### src/rtl/dmem_arbiter.sv
// dmem_arbiter: shares one data-memory port between the
// MEM-stage access and the loader, stalling the core meanwhile.
module dmem_arbiter #(
  parameter  int ADDR_W  = 32,
  parameter  int DATA_W  = 64,
  parameter  int TIMEOUT = 255,
  localparam int MASK_W  = DATA_W / 8
) (
  input  logic              clk,
  input  logic              nrst,
  input  logic              core_re,
  input  logic              core_we,
  input  logic [ADDR_W-1:0] core_addr,
  input  logic [DATA_W-1:0] core_wdata,
  input  logic [MASK_W-1:0] core_wmask,
  output logic              core_stall,
  output logic [DATA_W-1:0] core_rdata,
  output logic              core_rvalid,
  input  logic              ldr_req,
  input  logic              ldr_we,
  input  logic [ADDR_W-1:0] ldr_addr,
  input  logic [DATA_W-1:0] ldr_wdata,
  output logic              ldr_done,
  output logic [DATA_W-1:0] ldr_rdata,
  output logic              mem_req,
  output logic              mem_we,
  output logic [ADDR_W-1:0] mem_addr,
  output logic [DATA_W-1:0] mem_wdata,
  output logic [MASK_W-1:0] mem_wmask,
  input  logic [DATA_W-1:0] mem_rdata,
  input  logic              mem_ack,
  output logic              err
);

  typedef enum logic [2:0] {
    S_IDLE,
    S_CBUSY,
    S_CDONE,
    S_LBUSY,
    S_LDONE
  } state_e;

  localparam logic [15:0] TMO = 16'(TIMEOUT);

  state_e              state_q;
  logic                last_ldr_q;
  logic                mem_req_q;
  logic                mem_we_q;
  logic [ADDR_W-1:0]   mem_addr_q;
  logic [DATA_W-1:0]   mem_wdata_q;
  logic [MASK_W-1:0]   mem_wmask_q;
  logic [DATA_W-1:0]   crd_q;
  logic [DATA_W-1:0]   lrd_q;
  logic                rvalid_q;
  logic                ldone_q;
  logic                err_q;
  logic [15:0]         cnt_q;
  logic [15:0]         cnt_d;

  logic core_req;
  logic gnt_core;
  logic gnt_ldr;
  logic is_core;
  logic tmo;

  // Round-robin grant and timeout detection for the current cycle
  always_comb begin
    core_req = core_re | core_we;
    gnt_core = core_req & (~ldr_req | last_ldr_q);
    gnt_ldr  = ldr_req & ~gnt_core;
    is_core  = (state_q == S_CBUSY);
    cnt_d    = cnt_q + 16'd1;
    tmo      = (cnt_d == TMO);
  end

  assign core_stall  = core_req & (state_q != S_CDONE);
  assign core_rdata  = crd_q;
  assign core_rvalid = rvalid_q;
  assign ldr_done    = ldone_q;
  assign ldr_rdata   = lrd_q;
  assign mem_req     = mem_req_q;
  assign mem_we      = mem_we_q;
  assign mem_addr    = mem_addr_q;
  assign mem_wdata   = mem_wdata_q;
  assign mem_wmask   = mem_wmask_q;
  assign err         = err_q;

  // Access FSM with registered memory-side and completion outputs
  always_ff @(posedge clk or negedge nrst) begin
    if (!nrst) begin
      state_q     <= S_IDLE;
      last_ldr_q  <= 1'b1;
      mem_req_q   <= 1'b0;
      mem_we_q    <= 1'b0;
      mem_addr_q  <= '0;
      mem_wdata_q <= '0;
      mem_wmask_q <= '0;
      crd_q       <= '0;
      lrd_q       <= '0;
      rvalid_q    <= 1'b0;
      ldone_q     <= 1'b0;
      err_q       <= 1'b0;
      cnt_q       <= '0;
    end else begin
      rvalid_q <= 1'b0;
      ldone_q  <= 1'b0;
      unique case (state_q)
        S_IDLE: begin
          cnt_q <= '0;
          if (gnt_core) begin
            state_q     <= S_CBUSY;
            last_ldr_q  <= 1'b0;
            mem_req_q   <= 1'b1;
            mem_we_q    <= core_we;
            mem_addr_q  <= core_addr;
            mem_wdata_q <= core_wdata;
            mem_wmask_q <= core_wmask;
          end else if (gnt_ldr) begin
            state_q     <= S_LBUSY;
            last_ldr_q  <= 1'b1;
            mem_req_q   <= 1'b1;
            mem_we_q    <= ldr_we;
            mem_addr_q  <= ldr_addr;
            mem_wdata_q <= ldr_wdata;
            mem_wmask_q <= {MASK_W{ldr_we}};
          end
        end
        S_CBUSY, S_LBUSY: begin
          if (mem_ack || tmo) begin
            mem_req_q <= 1'b0;
            if (is_core) begin
              state_q  <= S_CDONE;
              rvalid_q <= 1'b1;
            end else begin
              state_q <= S_LDONE;
              ldone_q <= 1'b1;
            end
          end else begin
            cnt_q <= cnt_d;
          end
          if (mem_ack) begin
            if (!mem_we_q) begin
              if (is_core) crd_q <= mem_rdata;
              else         lrd_q <= mem_rdata;
            end
          end else if (tmo) begin
            err_q <= 1'b1;
            if (is_core) crd_q <= '0;
            else         lrd_q <= '0;
          end
        end
        S_CDONE, S_LDONE: state_q <= S_IDLE;
        default:          state_q <= S_IDLE;
      endcase
    end
  end

endmodule

### config.mk
export PLATFORM = sky130hd
export DESIGN_NAME = dmem_arbiter
export DESIGN_NICKNAME = d
export VERILOG_FILES = /design/src/rtl/dmem_arbiter.sv
export SDC_FILE = /design/constraint.sdc
export NUM_CORES = 1
export LEC_CHECK = 0
export CORE_AREA = 2 2 199 201
export DETAILED_ROUTE_END_ITERATION = 6
export DIE_AREA = 0 0 201 203
export DONT_BUFFER_PORTS = 1
export SYNTH_ARGS = -nofsm -noshare
export SYNTH_HDL_FRONTEND = slang
export SYNTH_SLANG_ARGS = --single-unit
### constraint.sdc
create_clock -name clk -period 2.8 [get_ports clk]
set_clock_uncertainty 0.15 [all_clocks]
set_input_delay 0.28 -clock clk [delete_from_list [all_inputs] [get_ports clk]]
set_output_delay 0.28 -clock clk [all_outputs]
set_load 0.02 [all_outputs]
==> run_results.csv <==
group,metric,value,unit
timing,whs,-725.1,ps
drt,ant_nets,0,
floorplanning,dieWidth,201,um
timing,layout_setup_ws,-145.3,ps
cts,cts_tree,"built",
timing,finalCritPeriodShare,105.2,%
timing,fmax,0.3395,GHz
yosys,post-synth-top-count-cell,"dfrtp_1",
drt,maxUsedRoutingLayer,"met4",
yosys,yosysWarnings,0,
worst_setup_path,r2r_end,"core_rdata[9]$_DFFE_PN0P_",
power,vdd_drop_max,0.001280,V
worst_setup_path,cp_num_buf_inv,2,
final_layout,nets,1551,
worst_hold_path,hold_class,"in -> async",
drt,wl_met2,21030,um
yosys,postSynthAreaPerCell,11.41,um2
worst_setup_path,worstRegToRegCells,10,
timing,tightest_slew,614.6,ps
yosys,ys_ff_latch,257,
cts,numClockSinks,257,
worst_setup_path,reg2reg_from,"cnt_q[0]$_DFFE_PN0P_",
power,combPwrFrac,28.9,%
global_routing,track_usage,19.12,%
global_routing,grt_pass1_vias,9872,
timing,slew_violations,0,
timing,rsz0062_at_grt,"yes",
power,p_leak,7.366,nW
timing,timing.setup.tns,-10770,ps
worst_setup_path,worstSetupEndpoint,"core_rdata[9]$_DFFE_PN0P_",
worst_setup_path,crit_cells,10,
timing,slew_headroom,59.16,%
floorplanning,rows,72,
cts,clk_pin_slew,60,ps
yosys,ys.flop_type,"dfrtp_1",
worst_setup_path,cpMaxStageDelayCell,"dfrtp_2",
drt,dr_wl_met3,3005,um
yosys,synth_commonest_cells,"256 x dfrtp_1, 191 x a22o_1, 119 x nand2_1, 116 x o21ai_0, 98 x mux2i_1",
final_layout,seq_area,6437,um2
power,swShare,43.63,%
final_layout,area_growth,42.21,%
timing,fin_crit,2945,ps
yosys,synth_cells,992,
cts,h-tree-depth,1,
drt,met1_length,15780,um
yosys,synth_top_area_share,56.59,%
global_routing,grt_pass1_wl,61340,um
drt,drc,0,
power,seqPwrFrac,50.4,%
timing,setup-violations-final,130,
worst_setup_path,start_kind,"flop",
drt,avgRoutedWirePerCell,22.72,um
cts,clock_latency,560,ps
placed_design,io_buffers,0,
yosys,synth.largest_area_cell,"dfrtp_1",
floorplanning,die_y,203,um
final_layout,nFillCells,3536,
placed_design,dp_hpwl,26290,um
drt,vias,9591,
drt,finalWirelength,41250,um
floorplanning,ioPinCount,509,
global_routing,antenna_found_initial,1,
worst_setup_path,path_delay_family,"compound AO/OA/AOI/OAI gates",
power,power_switching,8.009,mW
worst_setup_path,worstPathRequired,3090,ps
status,violations,"hold timing, setup timing",
placed_design,post-place-ws,-178.4,ps
yosys,syn_nets,1265,
worst_setup_path,rrSetupSlack,-150,ps
placed_design,gp_congestion,0.8842,
run,max_cap_violations,0,
placed_design,placedCellCount,1481,
floorplanning,core,38470,um2
global_routing,grt_max_degree,258,
yosys,async_flop_share,100.0,%
cts,cts_buffers,29,
yosys,yosys-top-cells-area,"dfrtp_1 57%, a22o_1 15%, mux2i_1 8.7%",
status,outcome,"complete, but fails checks",
worst_setup_path,crit_type,"reg -> reg",
cts,cts_root_buffer,"clkbuf_16",
worst_setup_path,cp_slowest_stage_delay,440,ps
power,p_int,10.35,mW
final_layout,final_cells,1816,
yosys,synth-edff-count,0,
worst_setup_path,critPathMaxFanout,19,
drt,drtPass1Iterations,5,
final_layout,multi_input_area,4631,um2
drt,via_per_inst,5.281,
final_layout,drive_above_1_share,11.40,%
global_routing,grt-ovfl-total,0,
worst_setup_path,cp-end-kind,"flop",
yosys,ys_types,49,
power,clkPwrFrac,20.6,%
worst_setup_path,path_cells,"ha_4 > nand3_4 > buf_4 > nor4_1 > a211oi_2 > a211o_1 > o21ba_4 > or3_4 > buf_12 > a22o_1",
timing,hold_viol,257,
floorplanning,dieArea,40800,um2
yosys,seq_area_frac_synth,56.83,%
drt,drtIter0Drc,753,
cts,cts.path.max_buffers,3,
yosys,syn_area,11320,um2
final_layout,antenna_cells,0,
floorplanning,start_util,29.43,%
worst_setup_path,worstPathArrival,3230,ps
final_layout,final_core_util,41.85,%
power,power.density,1140,nW/um2
worst_setup_path,crit_path_start,"cnt_q[0]$_DFFE_PN0P_",
[cells in the final DEF, fill, tap and decap left out, types with 4 or more instances in the layout]
master / n
nor2b_1: 5
or3_1: 6
a211o_1: 5
dfrtp_1: 252
clkbuf_16: 31
clkbuf_1: 6
dfrtp_2: 4
clkbuf_8: 4
nor3_2: 4
nand3_1: 10
a21o_1: 5
buf_12: 9
nor2_1: 9
mux2i_1: 98
o21ai_0: 114
a21oi_1: 15
and3_1: 7
buf_4: 59
a22o_1: 191
nand2_1: 119
clkinv_2: 4
nor3_1: 5
dlygate4sd3_1: 269
xnor2_1: 4
nor4_1: 4
[flip-flops by register name (all words and copies together) (netlist names), 3 cells and up]
register    cells
ldr_rdata      64
mem_wdata      64
cnt_q          16
mem_wmask       8
state_q         3
core_rdata     64
mem_addr       32
[cells by family after synthesis]
group	synth area share (%)
xor+xnor	0.3869
fa+ha+maj	0.2210
compound gates	22.42
buf+inv	3.537
flops	56.83
mux	8.666
simple gates	7.947
[cell type report]
cell class	instances	share of cell area (%)
Clock buffer	39	4.990
Timing Repair Buffer	342	21.32
Tap cell	518	4.026
Inverter	4	0.09327
Multi-Input combinational cell	644	28.77
Sequential cell	257	39.99
Clock inverter	12	0.8161
[worst min-delay path by stage]
| stage | from | slack (ps) | endpoint | cells after the start |
|---|---|---|---|---|
| after floorplan | nrst | -170 | cnt_q[0]$_DFFE_PN0P_ | 0 |
| after global placement | nrst | -160 | core_rdata[19]$_DFFE_PN0P_ | 0 |
| after detailed placement | nrst | -160 | core_rdata[4]$_DFFE_PN0P_ | 0 |
| after CTS | nrst | -760 | core_rdata[11]$_DFFE_PN0P_ | 0 |
| after global routing | nrst | -760 | ldr_rdata[11]$_DFFE_PN0P_ | 0 |
| final | nrst | -730 | core_rdata[21]$_DFFE_PN0P_ | 0 |
[worst reg2reg max path, cell delays in order, from the launching register on]
cell and delay (ps):
dfrtp_2 440, ha_4 190, nand3_4 90, buf_4 160
nor4_1 340, a211oi_2 70, a211o_1 310, o21ba_4 240
or3_4 400, buf_12 190, a22o_1 250
[metrics by stage]
stage	area (um2)	power, mW	hold slack, ps
3_5_place_dp	12190	13.85	-160.3
4_1_cts	15920	18.31	-755.7
5_1_grt	16100	19.33	-755.4
6_report	16100	18.36	-725.1
3_3_place_gp	12190	13.67	-160.6
2_1_floorplan	11340	12.07	-165.6
[per-layer routing]
layer  GRT usage (%)  up-vias
met5               0        -
met4           7.063        0
met3           3.788       75
met2           34.06      502
met1           22.83     4757
li1                -     4257
[power by group through the flow]
stage | sequential [mW] | clock, mW | combinational, mW
final | 9.26 | 3.79 | 5.31
after global routing | 9.42 | 4.03 | 5.88
after CTS | 9.27 | 3.87 | 5.17
after detailed placement | 9.31 | 0 | 4.54
after global placement | 9.28 | 0 | 4.39
after floorplan | 8.48 | 0 | 3.59
[repair_timing]
action,4_1_cts,5_1_grt
endpoints found under the hold margin,496,323
setup endpoints to repair,134,140
hold buffers,270,1
gates cloned,1,2
resized for setup,11,8
pin swaps,1,4
buffers inserted,2,9
No activity file was read; power rests on OpenSTA's default activity.
